--- config.mk ---
export PLATFORM = sky130hd
export DESIGN_NAME = fetch_unit_flat
export DESIGN_NICKNAME = d
export VERILOG_FILES = /design/src/rtl/fetch_unit_if.sv /design/src/rtl/fetch_unit.sv /design/src/flat_wrapper.sv
export SDC_FILE = /design/constraint.sdc
export NUM_CORES = 1
export LEC_CHECK = 0
export ABC_AREA = 1
export BUFFER_PORTS_ARGS = -buffer_cell sky130_fd_sc_hd__buf_4
export CAP_MARGIN = 40
export CORE_MARGIN = 3
export CORE_UTILIZATION = 50
export DETAILED_ROUTE_END_ITERATION = 6
export PLACE_DENSITY = 0.8
export SYNTH_ARGS = -nofsm -noshare
export SYNTH_HDL_FRONTEND = slang
export SYNTH_SLANG_ARGS = --single-unit
--- constraint.sdc ---
create_clock -name clk -period 8.3 [get_ports clk]
set_input_delay 1.245 -clock clk [delete_from_list [all_inputs] [get_ports clk]]
set_output_delay 1.245 -clock clk [all_outputs]
set_load 0.02 [all_outputs]
--- src/rtl/fetch_unit_if.sv ---
// Fetch-side bus bundle: instruction SRAM port plus IF->ID handshake.
// master = fetch_unit, slave = SRAM model / decode stage.
interface fetch_unit_if #(
  parameter int PC_W    = 64,
  parameter int INSTR_W = 32
);
  logic [PC_W-1:0]    imem_addr;
  logic               imem_ren;
  logic [INSTR_W-1:0] imem_rdata;
  logic               out_valid;
  logic               out_ready;
  logic [INSTR_W-1:0] out_instr;
  logic [PC_W-1:0]    out_pc;

  modport master (
    output imem_addr,
    output imem_ren,
    input  imem_rdata,
    output out_valid,
    input  out_ready,
    output out_instr,
    output out_pc
  );

  modport slave (
    input  imem_addr,
    input  imem_ren,
    output imem_rdata,
    input  out_valid,
    output out_ready,
    input  out_instr,
    input  out_pc
  );
endinterface

--- src/rtl/fetch_unit.sv ---
// Instruction fetch stage: owns fetch PC, drives 1-cycle SRAM, queues words.
// Ports: clk, rst (sync high), enable, redirect_valid/pc, bus (fetch_unit_if.master).
module fetch_unit #(
  parameter int             PC_W     = 64,
  parameter int             INSTR_W  = 32,
  parameter logic [PC_W-1:0] RESET_PC = '0,
  parameter int             DEPTH    = 2
) (
  input  logic            clk,
  input  logic            rst,
  input  logic            enable,
  input  logic            redirect_valid,
  input  logic [PC_W-1:0] redirect_pc,
  fetch_unit_if.master    bus
);

  localparam int PW = (DEPTH > 1) ? $clog2(DEPTH) : 1;
  localparam int CW = $clog2(DEPTH + 1);
  localparam int OW = CW + 1;

  typedef struct packed {
    logic [PC_W-1:0]    pc;
    logic [INSTR_W-1:0] instr;
  } entry_t;

  entry_t          mem [DEPTH];
  logic [PW-1:0]   head;
  logic [PW-1:0]   tail;
  logic [CW-1:0]   count;
  logic            inflight;
  logic [PC_W-1:0] fetch_pc;
  logic [PC_W-1:0] req_pc;

  logic            valid;
  logic            pop;
  logic            push;
  logic            issue;
  logic [OW-1:0]   occ;

  function automatic logic [PW-1:0] nxt(input logic [PW-1:0] p);
    return (p == PW'(DEPTH - 1)) ? '0 : p + 1'b1;
  endfunction

  assign valid = (count != '0);
  assign pop   = valid & bus.out_ready & enable;
  assign push  = enable & inflight & ~redirect_valid;

  // Slots already promised: queued words plus the one in flight,
  // minus the head leaving this cycle. pop implies count>=1.
  assign occ   = {1'b0, count} + OW'(inflight) - OW'(pop);
  assign issue = enable & ~rst & ~redirect_valid
               & (occ < OW'(DEPTH));

  assign bus.imem_addr = fetch_pc;
  assign bus.imem_ren  = issue;
  assign bus.out_valid = valid;
  assign bus.out_instr = valid ? mem[head].instr : '0;
  assign bus.out_pc    = valid ? mem[head].pc : '0;

  always_ff @(posedge clk) begin
    if (rst) begin
      fetch_pc <= RESET_PC;
      req_pc   <= '0;
      inflight <= 1'b0;
      count    <= '0;
      head     <= '0;
      tail     <= '0;
    end else if (enable) begin
      if (redirect_valid) begin
        // Pop (if any) already happened in ID; drop everything else.
        fetch_pc <= {redirect_pc[PC_W-1:2], 2'b00};
        inflight <= 1'b0;
        count    <= '0;
        head     <= '0;
        tail     <= '0;
      end else begin
        if (issue) begin
          req_pc   <= fetch_pc;
          fetch_pc <= fetch_pc + PC_W'(4);
        end
        inflight <= issue;
        if (push) begin
          mem[tail] <= '{pc: req_pc, instr: bus.imem_rdata};
          tail      <= nxt(tail);
        end
        if (pop)
          head <= nxt(head);
        count <= count + CW'(push) - CW'(pop);
      end
    end
  end

endmodule

--- src/flat_wrapper.sv ---
// flat-port wrapper written by rule: the top's interface ports become plain ports
module fetch_unit_flat 
#(
  parameter int             PC_W     = 64,
  parameter int             INSTR_W  = 32,
  parameter logic [PC_W-1:0] RESET_PC = '0,
  parameter int             DEPTH    = 2
)
  (clk, rst, enable, redirect_valid, redirect_pc, bus_imem_addr, bus_imem_ren, bus_imem_rdata, bus_out_valid, bus_out_ready, bus_out_instr, bus_out_pc);
  fetch_unit_if #(.PC_W(PC_W), .INSTR_W(INSTR_W)) bus_i ();
  input  logic clk;
  input  logic rst;
  input  logic enable;
  input  logic redirect_valid;
  input  logic [PC_W-1:0] redirect_pc;
  output wire logic [$bits(bus_i.imem_addr)-1:0] bus_imem_addr;
  output wire logic [$bits(bus_i.imem_ren)-1:0] bus_imem_ren;
  input wire logic [$bits(bus_i.imem_rdata)-1:0] bus_imem_rdata;
  output wire logic [$bits(bus_i.out_valid)-1:0] bus_out_valid;
  input wire logic [$bits(bus_i.out_ready)-1:0] bus_out_ready;
  output wire logic [$bits(bus_i.out_instr)-1:0] bus_out_instr;
  output wire logic [$bits(bus_i.out_pc)-1:0] bus_out_pc;
  assign bus_imem_addr = bus_i.imem_addr;
  assign bus_imem_ren = bus_i.imem_ren;
  assign bus_i.imem_rdata = bus_imem_rdata;
  assign bus_out_valid = bus_i.out_valid;
  assign bus_i.out_ready = bus_out_ready;
  assign bus_out_instr = bus_i.out_instr;
  assign bus_out_pc = bus_i.out_pc;
  fetch_unit #(.PC_W(PC_W), .INSTR_W(INSTR_W), .RESET_PC(RESET_PC), .DEPTH(DEPTH)) u_core (.clk(clk), .rst(rst), .enable(enable), .redirect_valid(redirect_valid), .redirect_pc(redirect_pc), .bus(bus_i));
endmodule
==> results of run 1 <==
-- power by group --
part,switching [mW],total (mW),internal (mW)
combinational,0.141,0.231,0.0904
sequential,0.0463,1.75,1.70
clock,0.606,1.38,0.771
-- kinds of logic (layout without fill, tap and decap cells) --
| family | Yosys count | count (layout) | share of synthesized area |
|---|---|---|---|
| and+or+nand+nor | 846 | 846 | 0.233 |
| buffers and inverters | 176 | 413 | 0.0514 |
| adders and majority gates | 5 | 5 | 0.00496 |
| AOI/OAI and AO/OA | 338 | 338 | 0.122 |
| other | 1 | 4 | 0.000266 |
| DFF | 318 | 318 | 0.584 |
| xor gates and xnor gates | 6 | 6 | 0.00372 |
-- cells in the mapped netlist, types with 6 or more instances --
cell        n  area [um^2]
buf_2      13         65.1
nand2_1   505         1900
nand3_1    57          285
clkbuf_1   60          225
inv_1      84          315
buf_4      11         82.6
nand4_1     9         56.3
o21ai_1     6         30.0
dfxtp_1   130         2600
nor2_1    267         1000
o21ai_0   122          611
edfxtp_1  188         5650
a21oi_1   198          991
-- flip-flops by register name, indices dropped and copies added (netlist names), named ones only --
name,flops
u_core.tail,1
u_core.bus.imem_addr,62
u_core.inflight,1
u_core.head,1
u_core.mem,188
u_core.req_pc,62
u_core.count,2
-- layer usage --
metal,GRT usage,vias to the layer above,share of wire
met4,0.0767,0,0.028
met2,0.448,569,0.46
met1,0.373,5944,0.42
met3,0.0435,73,0.085
li1,-,6018,-
met5,0,-,0
-- layout by cell type, fill, tap and decap left out, drive strengths merged, types with 2 or more instances in the layout --
master,instances
nand4,9
clkinv,11
xor2,3
dfxtp,130
a31oi,2
clkinvlp,5
xnor2,3
nor2,268
o31ai,5
inv,88
bufinv,2
clkbuf,38
conb,4
a21oi,199
ha,4
edfxtp,188
nand2,505
nand3,57
nor3,4
o21ai,128
buf,269
nand3b,2
-- stage by stage --
step	std cells	util
floorplan	1693	-
CTS	2302	0.633
finish	2302	0.633
global route	2302	0.633
detailed placement	2244	0.596
global placement	2240	0.593
-- worst max-delay path, stage by stage (launching register included) --
cell and delay (ns):
dfxtp_1 0.40, nor2_4 0.59, inv_1 0.15, nand3_1 0.12, inv_1 0.06, ha_1 0.26
inv_1 0.07, nand2_1 0.07, fa_1 0.48, nand2_1 0.05, nor2_1 0.07, and2_2 0.58
buf_4 0.27
-- how the worst max path moves through the flow --
| stage | startpoint | endpoint | slack, ns | depth (start not counted) |
|---|---|---|---|---|
| finish | u_core.count[1] | bus_imem_ren | 3.29 | 12 |
| CTS | u_core.count[1] | bus_imem_ren | 3.30 | 12 |
| global placement | enable | u_core.bus.imem_addr[3] | 3.52 | 15 |
| floorplan | rst | u_core.mem[0][0] | 1.97 | 5 |
| global route | u_core.count[1] | bus_imem_ren | 3.07 | 12 |
| detailed placement | enable | u_core.bus.imem_addr[3] | 3.43 | 15 |
-- area by class of cell --
class | count | area (um^2) | area share
inverters | 86 | 323 | 0.0187
clock buffers | 38 | 822 | 0.0475
well taps | 372 | 465 | 0.0269
clock inverters | 20 | 180 | 0.0104
flip-flops and latches | 318 | 8250 | 0.477
multi-input cells | 1199 | 5180 | 0.299
repair buffers | 269 | 2080 | 0.120
==> impl_results.md, run 1 <==
- Ys Warns: 0
- Nets: 2011
- Dpl ws: 3.43 ns
- Die width: 174 um
- Final Total Pwr: 3.36 mW
- Congestion Overflow GR: 0
- Final Hold Slack: 0.428 ns
- Max-slew violation count: 0
- Final WS setup: 3.29 ns
- Run status: completed
- Detailed Route Iter0 Violations: 1012
- WHS Path Cells: 0
- CTS sink cnt: 318
- Post-Route Skew: 0.0471 ns
- Hold_buf cts: 0
- CTS tree: done
- Origin of the critical flop-to-flop path: u_core.count[1]
- Count of unique library cells instantiated by Yosys: 32
- Setup CP Type: reg -> out
- First-pass GRT wire length: 65.7 mm
- WL/cell: 18.6 um
- Initial Util: 0.517
- Rel. slew slack: 0.393
- Reg-to-reg critical path endpoint: u_core.bus.imem_addr[2]
- Register area share after synthesis: 0.584
- Setup Fix Bufs, Post-CTS: 0
- Max Cap Viol: 0
- Final period utilization: 0.604
- Yosys reg bits: 318
- Worst r2r path cells: 16
- Total track usage: 0.271
- # setup viols final: 0
- Worst Hold Path EP: u_core.mem[0][95]
- Final min period: 5.01 ns
- Diode count: 0
- RSZ-0062 raised after global routing: no
- Crit-path max FO: 27
- Syn Area/Cell: 8.35 um^2
- Largest net degree at the start of global routing: 86
- DRC viols: 0
- Post-synth EDFFs: 188
- Max Fclk: 199 MHz
- Fin. Hold Viols: 0
- Die ar.: 30300 um^2
- Cell leakage power: 6.82 nW
- Gpl congestion: 0.932
- IO Pins: 263
- Area grow syn2layout: 22.6%
- H-tree Lvls: 1
- Pwr/cell area: 194 nW/um^2
- Number of global-route vias before repair: 11800
- Share of cells above drive strength 1: 0.172
- Die height: 174 um
- WL final: 42.9 mm
- Resize count post-CTS: 0
- Reg clk slew, reported paths: 0.06 ns
- DR pass1 iterations: 5
- WP data required: 7.05 ns
- Mapped cell area: 14100 um^2
- Worst Tran Pin Value: 0.910 ns
- Worst-Skew Late Latency: 0.58 ns
- Drt via density: 5.48
- Maximum VDD drop: 137 uV
- Vias: 12600
- Core Region: 27300 um^2
- CP startpoint kind: flip-flop
- Design area: 17300 um^2
- Reg2Reg Setup Slack: 3.62 ns
- Filler Cell Count: 2368
- Hold Path Origin: u_core.req_pc[63]
- FP Rows: 60
- Min-Delay Path Class: reg -> reg
- Fraction of registers with async set/reset: 0
- Worst Setup End Kind: primary output
- Arr. time, crit path: 3.77 ns
- Post-route setup TNS: 0 ns
- Mapped Cells: 1690
- Max clock buf depth: 3
- Post-route antenna net violation count: 0
- Detailed Place HPWL: 29.3 mm
- Root Buffer Master: clkbuf_16
- Port bufs: 256
- Initial antenna violation count: 0
- Total CTS buffers: 31
- Most used DFF post-synth: edfxtp_1
- Placed cell area: 16300 um^2
(Power assumes the default switching activity.)
==> run 2, diff against run 1 <==
--- a/config.mk
+++ b/config.mk
@@ -5,7 +5,7 @@
 export SDC_FILE = /design/constraint.sdc
 export NUM_CORES = 1
 export LEC_CHECK = 0
-export ABC_AREA = 1
+export ABC_AREA = 0
 export BUFFER_PORTS_ARGS = -buffer_cell sky130_fd_sc_hd__buf_4
 export CAP_MARGIN = 40
 export CORE_MARGIN = 3
==> constraint.sdc (replaced) <==
create_clock -name clk -period 5 [get_ports clk]
set_input_delay 0.75 -clock clk [delete_from_list [all_inputs] [get_ports clk]]
set_output_delay 0.75 -clock clk [all_outputs]
set_load 0.02 [all_outputs]
==> impl_results.md, run 2 <==
- WHS Path Cells: 1 (was 0)
- DR pass1 iterations: 5 (unchanged)
- Reg-to-reg critical path endpoint: u_core.bus.imem_addr[41] (was u_core.bus.imem_addr[2])
- Worst Tran Pin Value: 0.871 ns (was 0.910 ns)
- Most common library cell in the layout ignoring fill and taps: buf_4 (was nand2_1)
- Die height: 174 um (about the same)
- Final WS setup: 1.12 ns (was 3.29 ns)
- Maximum VDD drop: 286 uV (was 137 uV)
- Worst-Skew Late Latency: 0.57 ns (was 0.58 ns)
- GR Layer Usage met3: 0.0417 (was 0.0435)
- Post-Route Skew: 0.0112 ns (was 0.0471 ns)
- Post-route setup TNS: 0 ns (unchanged)
- WL final: 40.6 mm (was 42.9 mm)
- Met2 Use GR: 0.400 (was 0.448)
- Yosys reg bits: 318 (unchanged)
- Drt via density: 5.94 (was 5.48)
- Worst Setup End Kind: primary output (unchanged)
- Gpl congestion: 0.951 (was 0.932)
- Total CTS buffers: 31 (unchanged)
- Post-synth EDFFs: 188 (unchanged)
- Area grow syn2layout: 23.6% (was 22.6%)
- Core Region: 27900 um^2 (was 27300 um^2)
- Critical-path cell list: nor2_4 > inv_1 > and3_1 > ha_1 > inv_1 > nand2_1 > fa_1 > nor2b_1 > nand3_4 > inv_2 > buf_4 (was nor2_4 > inv_1 > nand3_1 > inv_1 > ha_1 > inv_1 > nand2_1 > fa_1 > nand2_1 > nor2_1 > and2_2 > buf_4)
- Mapped Cells: 1345 (was 1690)
- Max FFs per register: 188 (unchanged)
- Max-slew violation count: 0 (unchanged)
- Hold_buf cts: 0 (unchanged)
- Vias: 11600 (was 12600)
- Top Usage Layer GRT: met2 (unchanged)
- Arr. time, crit path: 3.13 ns (was 3.77 ns)
- WL/cell: 20.7 um (was 18.6 um)
- Yosys top cell by area: edfxtp_1 (unchanged)
- Dpl ws: 0.876 ns (was 3.43 ns)
- H-tree Lvls: 1 (unchanged)
- Final period utilization: 0.775
- Most used DFF post-synth: edfxtp_1 (unchanged)
- Share of cells above drive strength 1: 0.235 (was 0.172)
- Setup CP Type: reg -> out (unchanged)
- Crit-path max FO: 6 (was 27)
- WP data required: 4.25 ns (was 7.05 ns)
- Post-synthesis xor/xnor area fraction: 0.00247 (was 0.00372)
- DRC viols: 0 (unchanged)
- Detailed Place HPWL: 27.3 mm (was 29.3 mm)
- Nets: 1658 (was 2011)
- Main combinational cell family by area after synthesis: simple AND/OR/NAND/NOR gates (unchanged)
- Fin. Hold Viols: 0 (unchanged)
- Area fraction of the dominant cell type after synthesis: 0.398 (was 0.400)
- Origin of the critical flop-to-flop path: u_core.count[1] (unchanged)
- Slowest CP cell: dfxtp_1 (was nor2_4)
- Top cell by count, worst path: inv_1 (unchanged)
- Rel. slew slack: 0.415 (was 0.393)
- Run status: completed (unchanged)
- Detailed Route Iter0 Violations: 1100 (was 1012)
- Fraction of registers with async set/reset: 0 (unchanged)
- Hold Path Origin: bus_imem_rdata[29] (was u_core.req_pc[63])
- CP startpoint kind: flip-flop (unchanged)
- RSZ-0062 raised after global routing: no (unchanged)
- Final min period: 3.88 ns
- Number of global-route vias before repair: 11100 (was 11800)
- Final cell count without fillers: 1957 (was 2302)
- Initial antenna violation count: 2 (was 0)
- Root Buffer Master: clkbuf_16 (unchanged)
- Most frequent cell after synthesis: edfxtp_1 (was nand2_1)
- Multiplexer area fraction after synthesis: 0.0743 (was 0)
- CTS sink cnt: 318 (unchanged)
- Max clock buf depth: 3 (unchanged)
- Syn Area/Cell: 10.6 um^2 (was 8.35 um^2)
- Max Cap Viol: 0 (unchanged)
- Placed cells: 1897 (was 2244)
- Reg2Reg Setup Slack: 1.34 ns (was 3.62 ns)
- Count of unique library cells instantiated by Yosys: 82 (was 32)
- Cell leakage power: 6.07 nW (was 6.82 nW)
- CTS tree: done (unchanged)
- Largest register by flop count: u_core.mem (unchanged)
- CP peak stage delay: 0.52 ns (was 0.59 ns)
- Die ar.: 30400 um^2 (was 30300 um^2)
- FP Rows: 61 (was 60)
- Post-synthesis adder-cell area fraction: 0.00494 (was 0.00496)
- Synth top cells by count: 188 x edfxtp_1, 179 x nand2_1, 142 x nor2_1 (was 505 x nand2_1, 267 x nor2_1, 198 x a21oi_1)
- Post-route antenna net violation count: 0 (unchanged)
- IO Pins: 263 (unchanged)
- Die width: 174 um (about the same)
- Synth Area in Simple Gates: 0.189 (was 0.233)
- Total track usage: 0.257 (was 0.271)
- Worst r2r path cells: 13 (was 16)
- Ys Warns: 0 (unchanged)
- Min-Delay Path Class: in -> reg (was reg -> reg)
- Mapped cell area: 14200 um^2 (was 14100 um^2)
- Register area share after synthesis: 0.581 (was 0.584)
- Met1 GRT Util: 0.366 (was 0.373)
- Reg clk slew, reported paths: 0.06 ns (about the same)
- Port bufs: 256 (unchanged)
- Max Fclk: 258 MHz
- Synth Area in Compound Gates: 0.112 (was 0.122)
- Resize count post-CTS: 0 (unchanged)
- Initial Util: 0.509 (was 0.517)
- Final Util: 0.629 (was 0.633)
- Congestion Overflow GR: 0 (unchanged)
- Largest net degree at the start of global routing: 95 (was 86)
- # setup viols final: 0 (unchanged)
- Pwr/cell area: 324 nW/um^2 (was 194 nW/um^2)
- Worst Hold Path EP: u_core.mem[0][29] (was u_core.mem[0][95])
- Setup Fix Bufs, Post-CTS: 0 (unchanged)
- First-pass GRT wire length: 62.6 mm (was 65.7 mm)
- Ranking of synthesized cells by area: edfxtp_1 40%, dfxtp_1 18%, mux2i_1 7.2%, nand2_1 4.7%, a21oi_1 3.8% (was edfxtp_1 40%, dfxtp_1 18%, nand2_1 13%, nor2_1 7.1%, a21oi_1 7.0%)
- Highest-count cells in the layout ignoring fill and taps: 272 x buf_4, 188 x edfxtp_1, 179 x nand2_1 (was 505 x nand2_1, 266 x buf_4, 264 x nor2_1)
-- run 2: worst max path at each step --
stage               startpoint                       end
6_report       u_core.count[1]              bus_imem_ren
5_1_grt        u_core.count[1]              bus_imem_ren
4_1_cts        u_core.count[1]              bus_imem_ren
3_5_place_dp            enable         u_core.req_pc[36]
3_3_place_gp            enable  u_core.bus.imem_addr[41]
2_1_floorplan              rst          u_core.mem[0][0]
-- run 2: metal layers --
| metal | part of all wire | vias up |
|---|---|---|
| met5 | 0 | - |
| met4 | 0.033 | 0 |
| met3 | 0.086 | 87 |
| met2 | 0.46 | 569 |
| met1 | 0.42 | 5572 |
| li1 | - | 5389 |
-- run 2: metrics by stage --
stage,hold slack [ns],power [mW],instance area [um^2]
2_1_floorplan,0.425,3.13,14200
3_3_place_gp,0.430,3.33,16400
3_5_place_dp,0.440,3.34,16500
4_1_cts,0.352,5.70,17500
5_1_grt,0.353,5.86,17500
6_report,0.367,5.68,17500
-- run 2: worst max-delay path, delay by kind of cell, from the launching register on --
family / cells / cell delay, ns
and+or+nand+nor: 5 / 0.89
buffers and inverters: 4 / 0.40
adders and majority gates: 2 / 0.74
DFF: 1 / 0.52
-- run 2: cells by family (layout without fill, tap and decap cells) --
group	Yosys count	after routing
buffers and inverters	123	352
adder cells (fa/ha/maj)	5	5
XOR/XNOR	4	4
multiplexers	105	105
AO/OA/AOI/OAI	251	251
flip-flops	318	318
other	1	6
AND/OR/NAND/NOR	538	538
-- run 2: layout make-up --
class	count	area (um^2)
fill	2224	10300
tap	378	473
antenna	2	5.00
inverter	17	63.8
clock buffer	42	918
sequential	318	8250
timing repair buffer	277	2160
clock inverter	16	156
multi-input combinational	907	5500
-- run 2: power by group --
part	total, mW	internal (mW)	leakage [nW]	switching [mW]
clock network	2.39	1.40	0.540	0.991
registers	2.90	2.80	2.63	0.0947
logic	0.398	0.166	2.90	0.232
total	5.68	4.36	6.07	1.32
==> run 3, diff against run 2 <==
--- a/config.mk
+++ b/config.mk
@@ -11,7 +11,7 @@
 export CORE_MARGIN = 3
 export CORE_UTILIZATION = 50
 export DETAILED_ROUTE_END_ITERATION = 6
-export PLACE_DENSITY = 0.8
+export PLACE_DENSITY = 0.83
 export SYNTH_ARGS = -nofsm -noshare
 export SYNTH_HDL_FRONTEND = slang
 export SYNTH_SLANG_ARGS = --single-unit
==> constraint.sdc (replaced) <==
create_clock -name clk -period 3.4 [get_ports clk]
set_input_delay 0.51 -clock clk [delete_from_list [all_inputs] [get_ports clk]]
set_output_delay 0.51 -clock clk [all_outputs]
set_load 0.02 [all_outputs]
==> impl_results.md, run 3 (synthesis results as in run 2) <==
- Initial Util: 0.509 (unchanged)
- Cell count along the critical path: 11 (unchanged)
- Post-Route Skew: 0.0187 ns (was 0.0112 ns)
- Drt via density: 5.91 (was 5.94)
- Die height: 174 um (unchanged)
- Top cell by count, worst path: inv_1 (unchanged)
- Highest-count cells in the layout ignoring fill and taps: 293 x buf_4, 188 x edfxtp_1, 179 x nand2_1 (was 272 x buf_4, 188 x edfxtp_1, 179 x nand2_1)
- Max-slew violation count: 0 (unchanged)
- WP data required: 2.89 ns (was 4.25 ns)
- Max clock buf depth: 3 (unchanged)
- Fin. Hold Viols: 0 (unchanged)
- Initial antenna violation count: 1 (was 2)
- Detailed Route Iter0 Violations: 960 (was 1100)
- Nets: 1686 (was 1658)
- Max Fclk: 305 MHz
- Rel. slew slack: 0.432 (was 0.415)
- Max Cap Viol: 0 (unchanged)
- Final min period: 3.28 ns
- DRC viols: 0 (unchanged)
- DR pass1 iterations: 5 (unchanged)
- Max layer used: met4 (unchanged)
- Post-route antenna net violation count: 0 (unchanged)
- Slowest CP cell: fa_2 (was dfxtp_1)
- Cell leakage power: 6.21 nW (was 6.07 nW)
- RSZ-0062 raised after global routing: no (unchanged)
- CP startpoint kind: flip-flop (unchanged)
- Placed cells: 1918 (was 1897)
- CTS tree: done (unchanged)
- Setup CP Type: reg -> out (unchanged)
- CTS sink cnt: 318 (unchanged)
- Worst-Skew Late Latency: 0.52 ns (was 0.57 ns)
- Reg clk slew, reported paths: 0.06 ns (about the same)
- WL met3: 3.60 mm (was 3.49 mm)
- Origin of the critical flop-to-flop path: u_core.count[0] (was u_core.count[1])
- Worst Setup End Kind: primary output (unchanged)
- WL final: 41.0 mm (was 40.6 mm)
- Worst Path Buf+Inv: 4 (unchanged)
- Largest register by flop count: u_core.mem (unchanged)
- Hold Path Origin: bus_imem_rdata[19] (was bus_imem_rdata[29])
- Min-Delay Path Class: in -> reg (unchanged)
- WHS Path Cells: 1 (unchanged)
- Die ar.: 30400 um^2 (unchanged)
- Most common library cell in the layout ignoring fill and taps: buf_4 (unchanged)
- IO Pins: 263 (unchanged)
- Core Region: 27900 um^2 (unchanged)
- Placed cell area: 16600 um^2 (was 16500 um^2)
- FP Rows: 61 (unchanged)
- Maximum VDD drop: 280 uV (was 286 uV)
- Critical-path cell list: nor2_4 > inv_1 > and3_4 > ha_1 > inv_1 > nand2_1 > fa_2 > nor2b_4 > nand3_4 > inv_8 > buf_4 (was nor2_4 > inv_1 > and3_1 > ha_1 > inv_1 > nand2_1 > fa_1 > nor2b_1 > nand3_4 > inv_2 > buf_4)
- Dpl ws: 0.0880 ns (was 0.876 ns)
- Final cell count without fillers: 1985 (was 1957)
- Worst Tran Pin Value: 0.845 ns (was 0.871 ns)
- Number of global-route vias before repair: 11200 (was 11100)
- Hold_buf cts: 0 (unchanged)
- Share of cells above drive strength 1: 0.245 (was 0.235)
- Area grow syn2layout: 25.5% (was 23.6%)
- CP peak stage delay: 0.55 ns (was 0.52 ns)
- Max FFs per register: 188 (unchanged)
- Die width: 174 um (unchanged)
- Pwr/cell area: 476 nW/um^2 (was 324 nW/um^2)
- Setup crit start: u_core.count[0] (was u_core.count[1])
- H-tree Lvls: 2 (was 1)
- Largest net degree at the start of global routing: 95 (unchanged)
- M1 wire length: 16.9 mm (was 17.1 mm)
- Met2 Wirelength: 19.0 mm (was 18.6 mm)
- Design area: 17800 um^2 (was 17500 um^2)
- # setup viols final: 0 (unchanged)
- WL/cell: 20.6 um (was 20.7 um)
- Total CTS buffers: 34 (was 31)
- Congestion Overflow GR: 0 (unchanged)
- First-pass GRT wire length: 63.0 mm (was 62.6 mm)
- Crit-path max FO: 3 (was 6)
- Critical path's top delay family: adder cells (was simple AND/OR/NAND/NOR gates)
- Final WS setup: 0.121 ns (was 1.12 ns)
- Run status: completed (unchanged)
- Port bufs: 256 (unchanged)
- Total track usage: 0.258 (was 0.257)
- Detailed Place HPWL: 27.9 mm (was 27.3 mm)
- Vias: 11700 (was 11600)
- Final period utilization: 0.964
- Gpl congestion: 0.935 (was 0.951)
- Arr. time, crit path: 2.77 ns (was 3.13 ns)
- Root Buffer Master: clkbuf_16 (unchanged)
- Worst r2r path cells: 13 (unchanged)
-- run 3: changes by cell type in the layout (fill, tap and decap cells not counted), moves of 4 or more --
cell | before | now
buf_12 | 2 | 8
buf_4 | 272 | 293
clkbuf_1 | 2 | 7
clkbuf_16 | 32 | 36
clkbuf_8 | 8 | 3
clkinv_1 | 1 | 7
clkinv_2 | 7 | 2
-- run 3: what timing repair did --
| item | CTS | global route |
|---|---|---|
| buffers inserted | 2 | 2 |
| setup endpoints to repair | 1 | 2 |
| resized for setup | 7 | 3 |
| pin swaps | 1 | 0 |
-- run 3: final cells by class --
type / instances / area, um^2
flip-flops and latches: 318 / 8250
well taps: 378 / 473
diodes: 1 / 2.50
fillers: 2144 / 10000
multi-input cells: 907 / 5520
inverters: 17 / 71.3
repair buffers: 302 / 2390
clock buffers: 46 / 968
clock inverters: 16 / 133
-- run 3: final timing paths --
| check | slack (ns) | endpoint |
|---|---|---|
| worst min register to register | 0.45 | u_core.mem[0][66] |
| worst max-delay path | 0.12 | bus_imem_ren |
| worst min-delay path | 0.18 | u_core.mem[1][19] |
| worst max register to register | 0.17 | u_core.bus.imem_addr[51] |
-- run 3: power breakdown --
group	switching, mW	total [mW]	leakage, nW	internal, mW
combinational	0.362	0.624	3.04	0.262
sequential	0.123	4.24	2.63	4.12
clock	1.51	3.61	0.532	2.10
-- run 3: worst reg2reg max path, stage by stage, from the launching register on --
cell and delay [ns]:
dfxtp_2 0.34, nor2_4 0.13, inv_1 0.07, and3_4 0.20
ha_1 0.27, inv_1 0.08, nand2_1 0.07, fa_2 0.55
nor2b_4 0.17, nand3_4 0.14, buf_4 0.23, buf_4 0.20
or4_1 0.53, o221ai_1 0.17
-- run 3: per-stage QoR --
| step | hold WS (ns) | TNS [ns] | util | power (mW) |
|---|---|---|---|---|
| 5_1_grt | 0.164 | 0 | 0.639 | 8.73 |
| 3_3_place_gp | 0.429 | 0 | 0.596 | 4.91 |
| 6_report | 0.183 | 0 | 0.639 | 8.48 |
| 4_1_cts | 0.164 | 0 | 0.638 | 8.52 |
| 2_1_floorplan | 0.425 | -18.80 | - | 4.61 |
| 3_5_place_dp | 0.435 | 0 | 0.597 | 4.93 |
-- run 3: metal layers --
metal,vias up,GRT usage
met3,100,0.0507
met4,0,0.0918
met1,5569,0.355
li1,5442,-
met5,-,0
met2,614,0.411
